## config.mk

```make
export PLATFORM = sky130hd
export DESIGN_NAME = ct_ciu_snb_age_matrix
export DESIGN_NICKNAME = d
export VERILOG_FILES = /design/src/rtl/ct_ciu_snb_age_matrix_pkg.sv /design/src/rtl/ct_ciu_snb_age_entry.sv /design/src/rtl/ct_ciu_snb_age_matrix.sv
export SDC_FILE = /design/constraint.sdc
export NUM_CORES = 1
export LEC_CHECK = 0
export CORE_AREA = 8 8 247 249
export CTS_CLUSTER_DIAMETER = 120
export DETAILED_ROUTE_END_ITERATION = 16
export DIE_AREA = 0 0 255 257
export PLACE_DENSITY = 0.72
export SLEW_MARGIN = 0
export SYNTH_ARGS = -nofsm -noshare
export SYNTH_HDL_FRONTEND = slang
export SYNTH_SLANG_ARGS = --single-unit
export TNS_END_PERCENT = 1
```

## constraint.sdc

```tcl
create_clock -name ciuclk -period 6.85 [get_ports ciuclk]
set_clock_uncertainty 0.05 [all_clocks]
set_input_delay 1.37 -clock ciuclk [delete_from_list [all_inputs] [get_ports ciuclk]]
set_output_delay 1.37 -clock ciuclk [all_outputs]
set_load 0.02 [all_outputs]
```

## src/rtl/ct_ciu_snb_age_matrix_pkg.sv

```systemverilog
// Shared definitions for the CIU snoop-buffer age matrix.
//   SNB_ENTRY       : number of snoop-buffer entries (age vector width)
//   SNB_CNT_W       : width of the valid-entry counter (holds 0..SNB_ENTRY)
//   SNB_SLICE*_HI   : exclusive upper bounds of the three 8-entry slices that
//                     the downstream oldest-first select stages consume
package ct_ciu_snb_age_matrix_pkg;

  localparam int SNB_ENTRY     = 24;
  localparam int SNB_CNT_W     = 5;

  localparam int SNB_SLICE0_HI = 8;
  localparam int SNB_SLICE1_HI = 16;
  localparam int SNB_SLICE2_HI = 24;

  typedef logic [SNB_ENTRY-1:0] snb_vec_t;

endpackage

```

## src/rtl/ct_ciu_snb_age_entry.sv

```systemverilog
// One snoop-buffer entry: valid flag plus its age row.
//   ciuclk, cpurst_b : clock, asynchronous active-low reset
//   create_sel       : this entry is allocated this cycle
//   pop              : this entry retires this cycle (ignored when invalid)
//   vld_nopop        : global entry_vld & ~pop; becomes the new age row
//   col_clr          : columns to clear in this row (popped + newly created)
//   vld, age         : registered valid flag and age row
module ct_ciu_snb_age_entry
  import ct_ciu_snb_age_matrix_pkg::*;
#(
  parameter int ENTRY = SNB_ENTRY
) (
  input  logic             ciuclk,
  input  logic             cpurst_b,
  input  logic             create_sel,
  input  logic             pop,
  input  logic [ENTRY-1:0] vld_nopop,
  input  logic [ENTRY-1:0] col_clr,
  output logic             vld,
  output logic [ENTRY-1:0] age
);

  // A freshly created entry is youngest: every entry still valid after this
  // cycle's pops is older. Its own bit is zero because it was free.
  // Create takes priority; a created entry was invalid, so a pop aimed at it
  // in the same cycle is a pop of an invalid entry and must be ignored.
  always_ff @(posedge ciuclk or negedge cpurst_b) begin
    if (!cpurst_b) begin
      vld <= 1'b0;
      age <= '0;
    end else if (create_sel) begin
      vld <= 1'b1;
      age <= vld_nopop;
    end else if (pop && vld) begin
      vld <= 1'b0;
      age <= '0;
    end else begin
      age <= age & ~col_clr;
    end
  end

endmodule

```

## src/rtl/ct_ciu_snb_age_matrix.sv

```systemverilog
// Allocation-order tracker for the 24 CIU snoop-buffer entries.
//   ciuclk, cpurst_b : clock, asynchronous active-low reset
//   snb_create_req   : new snoop wants an entry
//   snb_create_gnt   : comb; request accepted (a free entry exists)
//   snb_create_ptr   : comb; one-hot lowest free entry, zero when not granted
//   snb_pop_vld      : entries retiring this cycle (multi-hot)
//   entry_vld        : registered per-entry valid
//   age_vect_flat    : registered age rows, entry i at [i*ENTRY +: ENTRY];
//                      bit j set means entry j is older than entry i
//   snb_full/empty   : registered occupancy flags
//   vld_cnt          : registered number of valid entries
module ct_ciu_snb_age_matrix
  import ct_ciu_snb_age_matrix_pkg::*;
#(
  parameter int ENTRY = SNB_ENTRY,
  parameter int CNT_W = SNB_CNT_W
) (
  input  logic                   ciuclk,
  input  logic                   cpurst_b,
  input  logic                   snb_create_req,
  output logic                   snb_create_gnt,
  output logic [ENTRY-1:0]       snb_create_ptr,
  input  logic [ENTRY-1:0]       snb_pop_vld,
  output logic [ENTRY-1:0]       entry_vld,
  output logic [ENTRY*ENTRY-1:0] age_vect_flat,
  output logic                   snb_full,
  output logic                   snb_empty,
  output logic [CNT_W-1:0]       vld_cnt
);

  logic [ENTRY-1:0] free_vec;
  logic [ENTRY-1:0] first_free;
  logic [ENTRY-1:0] vld_nopop;
  logic [ENTRY-1:0] col_clr;
  logic [ENTRY-1:0] vld_next;
  logic [CNT_W-1:0] cnt_next;
  logic [ENTRY-1:0] age_row [ENTRY];

  // Popped entries stay occupied until the next cycle.
  assign free_vec   = ~entry_vld;
  // Isolate the lowest set bit: x & -x.
  assign first_free = free_vec & (~free_vec + ENTRY'(1));

  assign snb_create_gnt = snb_create_req & (|free_vec);
  assign snb_create_ptr = snb_create_gnt ? first_free : '0;

  assign vld_nopop = entry_vld & ~snb_pop_vld;
  assign col_clr   = snb_pop_vld | snb_create_ptr;
  assign vld_next  = vld_nopop | snb_create_ptr;

  genvar gi;
  generate
    for (gi = 0; gi < ENTRY; gi++) begin : g_entry
      ct_ciu_snb_age_entry #(.ENTRY(ENTRY)) u_entry (
        .ciuclk     (ciuclk),
        .cpurst_b   (cpurst_b),
        .create_sel (snb_create_ptr[gi]),
        .pop        (snb_pop_vld[gi]),
        .vld_nopop  (vld_nopop),
        .col_clr    (col_clr),
        .vld        (entry_vld[gi]),
        .age        (age_row[gi])
      );

      assign age_vect_flat[gi*ENTRY +: ENTRY] = age_row[gi];

      // Valid rows only reference valid entries; invalid rows are empty.
      a_age_subset : assert property (@(posedge ciuclk) disable iff (!cpurst_b)
        entry_vld[gi] ? ((age_row[gi] & ~entry_vld) == '0) : (age_row[gi] == '0));
    end
  endgenerate

  always_comb begin
    cnt_next = '0;
    for (int i = 0; i < ENTRY; i++) begin
      cnt_next = cnt_next + CNT_W'(vld_next[i]);
    end
  end

  always_ff @(posedge ciuclk or negedge cpurst_b) begin
    if (!cpurst_b) begin
      vld_cnt   <= '0;
      snb_full  <= 1'b0;
      snb_empty <= 1'b1;
    end else begin
      vld_cnt   <= cnt_next;
      snb_full  <= &vld_next;
      snb_empty <= ~(|vld_next);
    end
  end

  a_full_empty : assert property (@(posedge ciuclk) disable iff (!cpurst_b)
    !(snb_full && snb_empty));

endmodule

```

==> load_flow_metrics.sql, run 1 <==
INSERT INTO impl_metrics (metric_group, metric, value, unit) VALUES
('grt', 'antenna_found_initial', '11', ''),
('worst_setup_path', 'worst-endpoint-arrival', '6780', 'ps'),
('final_layout', 'seq_area', '0.01519', 'mm^2'),
('logic_synthesis', 'netlist_instances', '2074', ''),
('grt', 'track_usage', '0.3195', ''),
('clock_tree', 'cts_hold_buffers', '0', ''),
('route', 'drc_errors', '0', ''),
('final_layout', 'instances_no_fill', '3456', ''),
('placed_design', 'cell_area_after_placement', '0.03144', 'mm^2'),
('sta', 'drv_slew', '0', ''),
('placed_design', 'place_hpwl', '75240', 'um'),
('sta', 'max_slew_margin', '0.1026', ''),
('logic_synthesis', 'ys.flop_type', 'sky130_fd_sc_hd__dfrtp_1', ''),
('floorplan', 'io-pin-count', '659', ''),
('route', 'dr.pass1.iters', '5', ''),
('floorplan', 'fp.dieArea', '0.06554', 'mm^2'),
('floorplan', 'fp-row-count', '88', ''),
('floorplan', 'core_area', '0.05703', 'mm^2'),
('logic_synthesis', 'synth_area_leader_cell', 'sky130_fd_sc_hd__dfrtp_1', ''),
('grt', 'most_congested_layer_reported_by_global_routing', 'met2', ''),
('route', 'finalWirelength', '107600', 'um'),
('pwr', 'p_total', '7648', 'uW'),
('placed_design', 'place.detailed.instances', '3336', ''),
('floorplan', 'fp.dieH', '257', 'um'),
('status', 'outcome', 'completed', ''),
('grt', 'met3_usage', '0.08498', ''),
('final_layout', 'multiInputGateArea', '0.007734', 'mm^2'),
('clock_tree', 'postCtsResizedCells', '0', ''),
('logic_synthesis', 'synth_warnings', '0', ''),
('grt', 'largest_net_degree_at_the_start_of_global_routing', '164', ''),
('pwr', 'ir_worst_vdd', '233.4', 'uV'),
('hold_path', 'hold_path_class', 'flop to flop', ''),
('sta', 'final-setup-viol-count', '0', ''),
('route', 'drtIter0Drc', '2297', ''),
('grt', 'grt_first_pass_wirelength', '155200', 'um'),
('sta', 'grt_setup_unrepaired', 'no', ''),
('sta', 'hold-worst-slack', '435.3', 'ps'),
('sta', 'setup_tns', '0', 'ps'),
('grt', 'grt_use_met1', '0.4012', ''),
('placed_design', 'gp_routability_congestion', '0.9186', ''),
('logic_synthesis', 'synth-seq-cells', '607', ''),
('worst_setup_path', 'critical_path.startpoint_type', 'input port', ''),
('final_layout', 'filler_cell_count', '4604', ''),
('sta', 'period_share', '0.9277', ''),
('sta', 'tightest_slew', '1345', 'ps'),
('clock_tree', 'number_of_buffers_created_by_cts', '66', ''),
('route', 'vias_per_cell', '6.173', ''),
('logic_synthesis', 'distinct_cells_synth', '53', ''),
('logic_synthesis', 'mapped_nets', '2126', ''),
('worst_setup_path', 'timing.critical_path.to_type', 'flop', ''),
('clock_tree', 'clock_path_buffers', '3', ''),
('floorplan', 'die_width', '255', 'um'),
('final_layout', 'layout.cells.most_common', 'sky130_fd_sc_hd__clkdlybuf4s50_1', ''),
('placed_design', 'io_buffer_count', '658', ''),
('grt', 'via_count_of_the_first_global_routing_pass', '21833', ''),
('final_layout', 'fin_area', '0.03367', 'mm^2'),
('sta', 'max_clock_freq', '157.4', 'MHz'),
('clock_tree', 'clock_latency', '590', 'ps'),
('logic_synthesis', 'count_of_flip_flops_with_a_built_in_enable_after_synthesis', '0', ''),
('floorplan', 'initial_core_util', '0.4219', ''),
('worst_setup_path', 'path_class', 'input port to flop', ''),
('worst_setup_path', 'largest_fanout_on_the_critical_path', '4', ''),
('clock_tree', 'cts_tree', 'built', ''),
('pwr', 'power.leakage', '0.01440', 'uW'),
('worst_setup_path', 'r2r_start', 'g_entry[0].u_entry.vld', ''),
('flow_run', 'max_cap_viol_count', '0', ''),
('pwr', 'powerDensity', '227.1', 'mW/mm^2'),
('clock_tree', 'post_cts_setup_repair_buffer_count', '0', ''),
('clock_tree', 'cts_num_sinks', '607', ''),
('final_layout', 'layout_overhead_on_the_synthesized_area', '39.91', '%'),
('logic_synthesis', 'yosysTopAreaCellShare', '0.6301', '');
logic make-up (layout without fill, tap and decap cells):
group	Yosys count	after routing	share of synthesized area
other	0	5	0
buffers and inverters	304	916	0.05719
XOR/XNOR	2	2	0.0007280
AND/OR/NAND/NOR	543	543	0.1198
adder cells (fa/ha/maj)	25	25	0.01830
AO/OA/AOI/OAI	593	593	0.1727
flip-flops	607	607	0.6312
worst paths after layout:
check                                              end  slack, ps  cells past startpoint
min in group asynchronous  g_entry[19].u_entry.age[18]        760                      1
max                                         vld_cnt[4]        500                     16
min                          g_entry[6].u_entry.age[6]        440                      1
max reg2reg                                 vld_cnt[4]        980                     15
min reg2reg                  g_entry[6].u_entry.age[6]        440                      1
max in group asynchronous   g_entry[14].u_entry.age[5]       4660                      2
routing by layer:
| layer | part of all wire | vias to the layer above |
|---|---|---|
| met5 | 0.00052 | - |
| met4 | 0.056 | 8 |
| met3 | 0.11 | 315 |
| met2 | 0.47 | 1398 |
| met1 | 0.37 | 10931 |
| li1 | - | 8683 |
cell type report:
cell class              instances  area share
diodes                          5   0.0003716
clock buffers                  93     0.05693
clock inverters                22    0.008881
inverters                      41    0.004571
multi-input cells            1163      0.2297
flip-flops and latches        607      0.4512
well taps                     765     0.02843
repair buffers                760      0.2200
power by group:
| part | internal, uW | switching, uW | total [uW] |
|---|---|---|---|
| registers | 3600 | 16.8 | 3610 |
| clock network | 2160 | 1500 | 3650 |
| logic | 82.6 | 297 | 380 |
worst max-delay path, stage by stage:
cell and delay, ps:
sky130_fd_sc_hd__clkdlybuf4s50_1 490, sky130_fd_sc_hd__nand4_1 220, sky130_fd_sc_hd__or4_1 580, sky130_fd_sc_hd__or3_1 410, sky130_fd_sc_hd__nand2_1 110, sky130_fd_sc_hd__inv_1 70, sky130_fd_sc_hd__fa_1 530, sky130_fd_sc_hd__inv_1 50
sky130_fd_sc_hd__fa_1 480, sky130_fd_sc_hd__fa_1 560, sky130_fd_sc_hd__fa_1 430, sky130_fd_sc_hd__fa_1 440, sky130_fd_sc_hd__ha_1 230, sky130_fd_sc_hd__fa_1 450, sky130_fd_sc_hd__a21o_1 170, sky130_fd_sc_hd__a21o_1 170
cell usage after synthesis (2+ instances only):
cell type                     n
sky130_fd_sc_hd__o21ai_0    319
sky130_fd_sc_hd__nor4b_1      2
sky130_fd_sc_hd__nand4_1     11
sky130_fd_sc_hd__nand4b_1     2
sky130_fd_sc_hd__buf_2       20
sky130_fd_sc_hd__nor2_1      36
sky130_fd_sc_hd__nor3b_1      3
sky130_fd_sc_hd__dfrtp_1    606
sky130_fd_sc_hd__or3_1        5
sky130_fd_sc_hd__o21ai_1      3
sky130_fd_sc_hd__or4_1        9
sky130_fd_sc_hd__a21o_1       3
sky130_fd_sc_hd__and2_1      26
sky130_fd_sc_hd__a21oi_1     24
sky130_fd_sc_hd__ha_1         8
sky130_fd_sc_hd__nand3_1    324
sky130_fd_sc_hd__or2_2        3
sky130_fd_sc_hd__and4_1       2
sky130_fd_sc_hd__a31oi_1      4
sky130_fd_sc_hd__inv_2        3
sky130_fd_sc_hd__nand2_1     34
sky130_fd_sc_hd__nor4_1       7
sky130_fd_sc_hd__nor3_1       7
sky130_fd_sc_hd__buf_4       50
sky130_fd_sc_hd__nand2b_1    37
sky130_fd_sc_hd__o22ai_1      4
sky130_fd_sc_hd__a32o_1     229
sky130_fd_sc_hd__fa_1        17
sky130_fd_sc_hd__buf_6        3
sky130_fd_sc_hd__a2111oi_0    2
sky130_fd_sc_hd__nor2b_1     24
sky130_fd_sc_hd__buf_1       30
sky130_fd_sc_hd__inv_1       38
sky130_fd_sc_hd__clkbuf_1   160
flip-flops by register name, summed over array words and instances, names as in the netlist:
signal / cells
g_entry.u_entry.vld: 24
vld_cnt: 5
snb_empty: 1
snb_full: 1
g_entry.u_entry.age: 576
through the flow:
step,setup slack [ps],util
finish,495.3,0.5904
global route,278.3,0.5904
CTS,524.6,0.5901
detailed placement,-108.7,0.5513
global placement,-26.35,0.5513
floorplan,558.7,-
Power figures use the tool's default switching activity.
==> inputs of run 2 (changes only) <==
--- a/config.mk
+++ b/config.mk
@@ -5,6 +5,7 @@
 export SDC_FILE = /design/constraint.sdc
 export NUM_CORES = 1
 export LEC_CHECK = 0
+export CAP_MARGIN = 20
 export CORE_AREA = 8 8 247 249
 export CTS_CLUSTER_DIAMETER = 120
 export DETAILED_ROUTE_END_ITERATION = 16
==> run 2 against run 1 <==
Core utilization fell by 0.37 points. Design area fell by 0.62%. Sequential share of layout area rose by 0.28 points. Worst setup slack improved by 45 ps. Clock-buffer cell count fell by 6. Largest power group is now sequential cells. Highest routed layer unchanged.
==> load_flow_metrics.sql, run 2 (same netlist as run 1, synthesis figures left out) <==
INSERT INTO impl_metrics (metric_group, metric, value, unit) VALUES
('status', 'outcome', 'completed', ''),
('route', 'dr_total_vias', '21375', ''),
('route', 'vias_per_cell', '6.188', ''),
('clock_tree', 'cts_tree', 'built', ''),
('hold_path', 'worst_hold_startpoint', 'g_entry[6].u_entry.age[6]', ''),
('floorplan', 'fp-row-count', '88', ''),
('grt', 'largest_net_degree_at_the_start_of_global_routing', '164', ''),
('pwr', 'powerDensity', '218.8', 'mW/mm^2'),
('grt', 'antenna_found_initial', '8', ''),
('route', 'finalWirelength', '107500', 'um'),
('pwr', 'power.leakage', '0.01432', 'uW'),
('clock_tree', 'clock_path_buffers', '3', ''),
('worst_setup_path', 'critical_path.startpoint_type', 'input port', ''),
('worst_setup_path', 'worst-endpoint-required', '7320', 'ps'),
('floorplan', 'io-pin-count', '659', ''),
('route', 'drtIter0Drc', '2207', ''),
('sta', 'hold-worst-slack', '434.6', 'ps'),
('route', 'top_metal_layer_carrying_routed_signals', 'met5', ''),
('floorplan', 'fp.dieArea', '0.06554', 'mm^2'),
('grt', 'grt_first_pass_wirelength', '155100', 'um'),
('final_layout', 'layout.cells.most_common', 'sky130_fd_sc_hd__clkdlybuf4s50_1', ''),
('floorplan', 'core_area', '0.05703', 'mm^2'),
('sta', 'max_slew_margin', '0.1651', ''),
('route', 'postRouteAntennaNets', '0', ''),
('clock_tree', 'number_of_buffers_created_by_cts', '61', ''),
('route', 'drc_errors', '0', ''),
('sta', 'period_share', '0.9211', ''),
('clock_tree', 'clock_latency', '630', 'ps'),
('floorplan', 'die_width', '255', 'um'),
('clock_tree', 'cts_num_sinks', '607', ''),
('clock_tree', 'htree_num_levels', '2', ''),
('pwr', 'p_total', '7323', 'uW'),
('final_layout', 'final_cell_mix', 'sky130_fd_sc_hd__clkdlybuf4s50_1, sky130_fd_sc_hd__dfrtp_1, sky130_fd_sc_hd__nand3_1', ''),
('sta', 'grt_setup_unrepaired', 'no', ''),
('grt', 'track_usage', '0.3185', ''),
('sta', 'drv_slew', '0', ''),
('floorplan', 'initial_core_util', '0.4219', ''),
('sta', 'final-hold-violation-count', '0', ''),
('final_layout', 'layout_cells_sized_above_1', '0.1009', ''),
('route', 'dr.pass1.iters', '5', ''),
('sta', 'post-route-min-period', '6309', 'ps'),
('placed_design', 'gp_routability_congestion', '0.9186', ''),
('clock_tree', 'root_buffer', 'sky130_fd_sc_hd__clkbuf_16', ''),
('placed_design', 'io_buffer_count', '658', ''),
('route', 'met2_length', '50630', 'um'),
('floorplan', 'fp.dieH', '257', 'um'),
('route', 'wl_per_cell', '31.12', 'um'),
('worst_setup_path', 'timing.critical_path.to_type', 'flop', ''),
('worst_setup_path', 'reg2reg_to', 'vld_cnt[4]', ''),
('clock_tree', 'cts_hold_buffers', '0', ''),
('worst_setup_path', 'worst-endpoint-arrival', '6780', 'ps'),
('worst_setup_path', 'largest_fanout_on_the_critical_path', '4', ''),
('grt', 'via_count_of_the_first_global_routing_pass', '21859', ''),
('sta', 'max_clock_freq', '158.5', 'MHz'),
('flow_run', 'max_cap_viol_count', '0', ''),
('final_layout', 'final_net_count', '2689', ''),
('sta', 'final-setup-viol-count', '0', ''),
('worst_setup_path', 'r2r_start', 'g_entry[13].u_entry.vld', ''),
('final_layout', 'filler_cell_count', '4690', ''),
('hold_path', 'hold_end', 'g_entry[6].u_entry.age[6]', ''),
('final_layout', 'top_register', 'g_entry.u_entry.age', ''),
('worst_setup_path', 'setup.reg_to_reg.worst_slack', '970', 'ps'),
('grt', 'gr-total-overflow', '0', ''),
('final_layout', 'layout_overhead_on_the_synthesized_area', '39.05', '%'),
('sta', 'tightest_slew', '1250', 'ps'),
('clock_tree', 'clk_transition_reported_paths', '70', 'ps'),
('hold_path', 'hold_path_class', 'flop to flop', ''),
('worst_setup_path', 'path_class', 'input port to flop', ''),
('final_layout', 'largest_registers_in_the_final_layout', 'g_entry.u_entry.age: 576 flops, g_entry.u_entry.vld: 24 flops, vld_cnt: 5 flops', ''),
('route', 'route.layer.met1.wl', '39000', 'um'),
('final_layout', 'largest_reg_flops', '576', ''),
('route', 'met3_length', '12240', 'um'),
('hold_path', 'min_delay_path_depth', '1', ''),
('placed_design', 'place_hpwl', '75610', 'um'),
('worst_setup_path', 'r2r.worst_path.cells', '15', ''),
('clock_tree', 'post_cts_setup_repair_buffer_count', '0', ''),
('clock_tree', 'postCtsResizedCells', '0', ''),
('pwr', 'ir_worst_vdd', '201.2', 'uV');
## run 2: cell count changes in the layout (fill, tap and decap cells not counted), moves of 2 or more
cell / change
sky130_fd_sc_hd__clkinv_2: +6
sky130_fd_sc_hd__inv_6: +3
sky130_fd_sc_hd__clkbuf_16: -8
sky130_fd_sc_hd__clkbuf_8: +2
sky130_fd_sc_hd__clkinv_8: -2
sky130_fd_sc_hd__bufinv_16: -2
sky130_fd_sc_hd__diode_2: -2
## run 2: how the worst max path moves through the flow
stage	startpoint	to	cells past startpoint	slack (ps)
3_5_place_dp	snb_create_req	vld_cnt[4]	16	-100
6_report	snb_create_req	vld_cnt[4]	16	540
5_1_grt	snb_create_req	vld_cnt[4]	16	280
4_1_cts	snb_create_req	vld_cnt[4]	17	560
2_1_floorplan	snb_create_req	vld_cnt[4]	17	560
3_3_place_gp	snb_create_req	vld_cnt[4]	16	-30
## run 2: per-layer routing
layer	GRT usage	vias to the layer above
li1	-	8668
met1	0.3865	11033
met2	0.5124	1370
met4	0.1498	8
met5	0	-
met3	0.1011	296
## run 2: per-stage QoR
stage	std cells	utilization	setup TNS [ps]	area, um^2	setup slack, ps
final	3454	0.5867	0	33460	540.6
after global routing	3454	0.5867	0	33460	284.9
after CTS	3449	0.5862	0	33440	562.4
after detailed placement	3337	0.5516	-158.9	31460	-99.44
after global placement	3336	0.5513	-26.35	31440	-26.35
after floorplan	2074	-	0	24070	558.7
## run 2: cell type report
| cell class | count | area (um^2) | share of cell area |
|---|---|---|---|
| clock buffers | 87 | 1744 | 0.05212 |
| diodes | 3 | 7.507 | 0.0002243 |
| flip-flops and latches | 607 | 15190 | 0.4540 |
| inverters | 41 | 153.9 | 0.004599 |
| multi-input cells | 1163 | 7734 | 0.2311 |
| clock inverters | 25 | 234.0 | 0.006992 |
| repair buffers | 763 | 7441 | 0.2224 |
| well taps | 765 | 957.2 | 0.02860 |
## run 2: worst max-delay path, cell delays in order
cell	delay, ps
sky130_fd_sc_hd__clkdlybuf4s50_1	490
sky130_fd_sc_hd__nand4_1	210
sky130_fd_sc_hd__or4_1	580
sky130_fd_sc_hd__or3_1	400
sky130_fd_sc_hd__nand2_1	110
sky130_fd_sc_hd__inv_1	70
sky130_fd_sc_hd__fa_1	530
sky130_fd_sc_hd__inv_1	50
sky130_fd_sc_hd__fa_1	480
sky130_fd_sc_hd__fa_1	560
sky130_fd_sc_hd__fa_1	440
sky130_fd_sc_hd__fa_1	440
sky130_fd_sc_hd__ha_1	230
sky130_fd_sc_hd__fa_1	450
sky130_fd_sc_hd__a21o_1	170
sky130_fd_sc_hd__a21o_1	180
## run 2: power by group
part           leakage, uW  switching [uW]  internal [uW]  total [uW]
registers          0.00847            16.6           3600        3610
logic              0.00487             297           84.1         381
clock network     0.000975            1440           1880        3330
